==> src/rtl/router_fifo.sv <==
// Router output FIFO: stores bytes with a header flag, tracks the packet length
// on read and parks data_out at zero between packets.
module router_fifo #(
    parameter int unsigned DEPTH = 16,
    parameter int unsigned WIDTH = 8
) (
    input  logic             clock,
    input  logic             reset,
    input  logic             soft_reset,
    input  logic             write_enb,
    input  logic             lfd_state,
    input  logic [WIDTH-1:0] data_in,
    input  logic             read_enb,
    output logic [WIDTH-1:0] data_out,
    output logic             vld_out,
    output logic             full,
    output logic             empty
);

    localparam int unsigned AW = $clog2(DEPTH);
    localparam int unsigned PW = AW + 1;
    localparam int unsigned CW = 7;

    typedef struct packed {
        logic             hdr;
        logic [WIDTH-1:0] data;
    } entry_t;

    entry_t          mem [DEPTH];
    logic [PW-1:0]   wr_ptr;
    logic [PW-1:0]   rd_ptr;
    logic [CW-1:0]   pkt_cnt;
    logic            lfd_q;
    logic            last_hdr;
    logic            flush;
    logic            rd_fire;
    logic            wr_fire;
    entry_t          rd_entry;

    // Status comes only from the registered pointers.
    assign flush   = reset | soft_reset;
    assign empty   = (wr_ptr == rd_ptr);
    assign full    = (wr_ptr[AW] != rd_ptr[AW]) && (wr_ptr[AW-1:0] == rd_ptr[AW-1:0]);
    assign vld_out = ~empty;

    // A simultaneous read frees the slot, so a write into a full FIFO is accepted then.
    assign rd_fire  = read_enb & ~empty;
    assign wr_fire  = write_enb & (~full | rd_fire);
    assign rd_entry = mem[rd_ptr[AW-1:0]];

    always_ff @(posedge clock) begin
        if (wr_fire && !flush) begin
            mem[wr_ptr[AW-1:0]] <= '{hdr: lfd_q, data: data_in};
        end
    end

    always_ff @(posedge clock) begin
        if (flush) begin
            wr_ptr   <= '0;
            rd_ptr   <= '0;
            pkt_cnt  <= '0;
            lfd_q    <= 1'b0;
            last_hdr <= 1'b0;
            data_out <= '0;
        end else begin
            lfd_q <= lfd_state;
            if (wr_fire) begin
                wr_ptr <= wr_ptr + PW'(1);
            end
            if (rd_fire) begin
                rd_ptr   <= rd_ptr + PW'(1);
                data_out <= rd_entry.data;
                last_hdr <= rd_entry.hdr;
                // Header byte carries the payload length in bits [7:2]; +1 covers parity.
                if (rd_entry.hdr) begin
                    pkt_cnt <= CW'(rd_entry.data[7:2]) + CW'(1);
                end else if (pkt_cnt != '0) begin
                    pkt_cnt <= pkt_cnt - CW'(1);
                end
            end else if (pkt_cnt == '0 && !last_hdr) begin
                data_out <= '0;
            end
        end
    end

endmodule

==> config.mk <==
export PLATFORM = sky130hd
export DESIGN_NAME = router_fifo
export DESIGN_NICKNAME = d
export VERILOG_FILES = /design/src/rtl/router_fifo.sv
export SDC_FILE = /design/constraint.sdc
export NUM_CORES = 1
export LEC_CHECK = 0
export BUFFER_PORTS_ARGS = -buffer_cell sky130_fd_sc_hd__buf_4
export CAP_MARGIN = 20
export CORE_AREA = 2 2 134 136
export CTS_CLUSTER_DIAMETER = 120
export DETAILED_ROUTE_END_ITERATION = 7
export DIE_AREA = 0 0 136 138
export HOLD_SLACK_MARGIN = 0.1
export PLACE_DENSITY_LB_ADDON = 0.12
export SYNTH_ARGS = -nofsm -noshare
export SYNTH_HDL_FRONTEND = slang
export SYNTH_SLANG_ARGS = --single-unit
==> constraint.sdc <==
create_clock -name clock -period 3.3 [get_ports clock]
set_input_delay 0 -clock clock [delete_from_list [all_inputs] [get_ports clock]]
set_output_delay 0 -clock clock [all_outputs]
set_load 0.02 [all_outputs]
==> results by group <==
Floorplan
  – Die area: between 15000 and 20000 sq um
  – Die Span Y: around 140 um
  – Initial Utilization: 0.409
  – Row cnt: 49
  – Die X: approximately 140 um
  – I/O Pins: 25
  – Core Area: roughly 18000 sq um

Detailed routing
  – Avg WL per Cell: roughly 22 um
  – DR pass1 iterations: 5
  – Vias/cell: approximately 5.5
  – Antenna viol nets, final: 0
  – 1st-iter DRT viols: 340
  – Final wirelength: 16400 um
  – Vias: 4042
  – Drc violations: 0

Finish
  – ANT cells: 0
  – Nets: roughly 500
  – Area Overhead vs Synth: 18.3%
  – Share of cells above drive strength 1: 0.222

Timing
  – RSZ-0062 raised after global routing: false
  – Worst-Margin Slew: 0.788 ns
  – Final setup viols: 0
  – Fmax: between 300 and 400 MHz
  – Max-slew violations: 0
  – Setup TNS: 0 ns
  – Final hold slack: roughly 0.14 ns
  – Clock Skew: about 0.011 ns
  – Tcrit/Tclk final: 0.831
  – Final setup margin: approximately 0.56 ns
  – Final Hold Viols: 0
  – Slew headroom: 0.471
  – Final min period: between 2 and 3 ns

Worst setup path
  – Crit path capture: pkt_cnt[5]
  – Critical Path AT: 3.04 ns
  – Crit Path Max Fanout: 14
  – Startpoint types: register
  – RR Endpoint: pkt_cnt[5]
  – Worst EP required: ~3.6 ns
  – CP Capture Type: register
  – Critical path class: reg -> reg
  – Worst reg2reg path depth: 6
  – R2R Setup Slk: approximately 0.56 ns

Power and ir drop
  – Peak supply drop: 0.000354 V
  – Net Sw Frac: 0.197
  – Combinational power share: 0.034
  – P per Cell Area: 550 nW/um^2
  – Net switching power: 917 uW
  – Clock share of power: 0.451
  – Seq pwr share: 0.515
  – P_leak: 0.00280 uW
  – Int Pwr: 3740 uW

Yosys
  – Top cells by area, synth: edfxtp_1, dfxtp_1, mux4_2, mux4_1, nor2_1
  – Share of the synthesized area in the top cell type: 0.603
  – Sequential-to-total area share from yosys stat: 0.690
  – #FFs+latches synth: approximately 180
  – Count of different cell masters after synthesis: 50
  – Post-synth EDFFs: between 100 and 150
  – Top post-synthesis cells by count: edfxtp_1, nor2_1, dfxtp_1
  – Mapped Area: roughly 7200 sq um
  – Mapped Avg Cell Area: between 15 and 20 sq um
  – Syn Nets: ~450
  – Commonest register cell after synthesis: edfxtp_1
  – Gate Count Post-Synth: roughly 430
  – Post-synth top area cell: edfxtp_1
  – Count leader, synth: edfxtp_1
  – Number of synthesis warnings: 0
  – Ys async rst share: 0

Job
  – Max Cap Viol: 0

Global route
  – Total Routing Usage GR: 0.186
  – First-pass GRT wire length: about 25000 um
  – Initial antenna violation count: 0
  – Maximum number of pins on one net before global-route repair: 24
  – Gr ovfl total: 0
  – Number of global-route vias before repair: about 4100

Outcome
  – Status: complete, no violations

CTS
  – Clock Sinks: between 150 and 200
  – Clock Path Buffers: 2
  – H-Tree Depth: 4
  – CTS tree: done
  – Clock Pin Slew Worst Setup and Hold Paths: roughly 0.070 ns
  – Clock root cell: clkbuf_16
  – Clk_lat worst skew: 0.42 ns
  – CTS Buf Count: 17

Hold path
  – HP Class: in -> reg
  – Hold Startpoint: write_enb

Placed design
  – DP HPWL: ~11000 um
  – GP Congestion: 0.744
  – Post-placement setup slack: 0.514 ns
  – PortBufs: 24
## power groups by stage
stage | Clock [uW] | Sequential, uW | Combinational [uW]
floorplan | 0 | 2450 | 80.3
global placement | 0 | 2450 | 146
detailed placement | 0 | 2450 | 147
CTS | 2150 | 2400 | 159
global route | 2240 | 2400 | 172
finish | 2100 | 2400 | 157
## per-stage QoR
stage               total power (uW)  utilization  instance area, sq um  std cells
finish                          4660        0.484                  8480        734
detailed placement              2600        0.442                  7740        690
global placement                2590        0.442                  7740        690
global route                    4810        0.484                  8480        734
CTS                             4700        0.484                  8480        734
floorplan                       2530            -                  7170        429
## per-layer routing
metal	up-vias	global-route usage	wire [um]	part of all wire
met5	-	0	0	0
met4	0	0.0570	232	0.014
met3	17	0.0359	621	0.038
met2	100	0.305	8200	0.50
met1	2096	0.251	7310	0.45
li1	1829	-	-	-
## sequential cells by signal, summed over array words and instances (netlist names), named ones only
register	count
mem	144
data_out	8
pkt_cnt	7
rd_ptr	5
wr_ptr	5
last_hdr	1
lfd_q	1
## logic make-up after synthesis
| group | after synthesis | share of synthesized area |
|---|---|---|
| flops | 175 | 0.690 |
| simple gates | 99 | 0.0653 |
| buf+inv | 30 | 0.0216 |
| fa+ha+maj | 8 | 0.0140 |
| mux | 43 | 0.131 |
| compound gates | 57 | 0.0571 |
| xor+xnor | 17 | 0.0208 |
## cell type report
cell class                      count  area [sq um]
Clock buffer                       22           454
Clock inverter                     10           160
Fill cell                        1535          9060
Inverter                            6          22.5
Multi-Input combinational cell    224          2070
Sequential cell                   175          4950
Tap cell                          229           287
Timing Repair Buffer               68           541
## worst max-delay path, stage by stage, from the launching register on
cell and delay (ns):
dfxtp_1 0.71, buf_4 0.34, mux4_2 0.34, a221oi_2 0.60
a2111oi_1 0.09, a2111oi_0 0.40, a21oi_1 0.11
## worst min path at each step
stage,end,slack (ns),cells after the start
2_1_floorplan,mem[0][0],0.1,0
3_3_place_gp,lfd_q,0.21,2
3_5_place_dp,lfd_q,0.22,2
4_1_cts,wr_ptr[0],0.12,4
5_1_grt,wr_ptr[0],0.17,4
6_report,wr_ptr[0],0.14,4
## repair_timing
action | in CTS | in global routing
hold buffers | 12 | 0
endpoints found under the hold margin | 135 | 0
gates resized for setup | 0 | 0
endpoints found under the setup margin | 0 | 0
setup buffers | 0 | 0
## cells in the final DEF (no fill, tap or decap), types with 3 or more instances in the layout
cell type	synthesis	final
nand2b_1	3	3
nand2_1	16	16
a21oi_1	14	14
nor2b_1	5	5
nor2_1	36	36
ha_1	8	8
mux2i_1	6	6
mux4_2	20	20
dlygate4sd3_1	0	12
clkbuf_1	11	4
buf_4	0	56
o21ai_0	6	5
mux4_1	16	16
a22oi_1	9	9
dfxtp_1	31	30
nor4_1	3	3
o22ai_1	3	3
xnor2_1	7	7
xor2_1	10	10
edfxtp_1	144	144
a211oi_1	4	4
nand3_1	13	13
clkbuf_16	0	17
bufinv_16	0	4
nor3_1	6	6
a31oi_1	3	3
nand4_1	7	7
inv_1	6	6
Power figures use the tool's default switching activity.
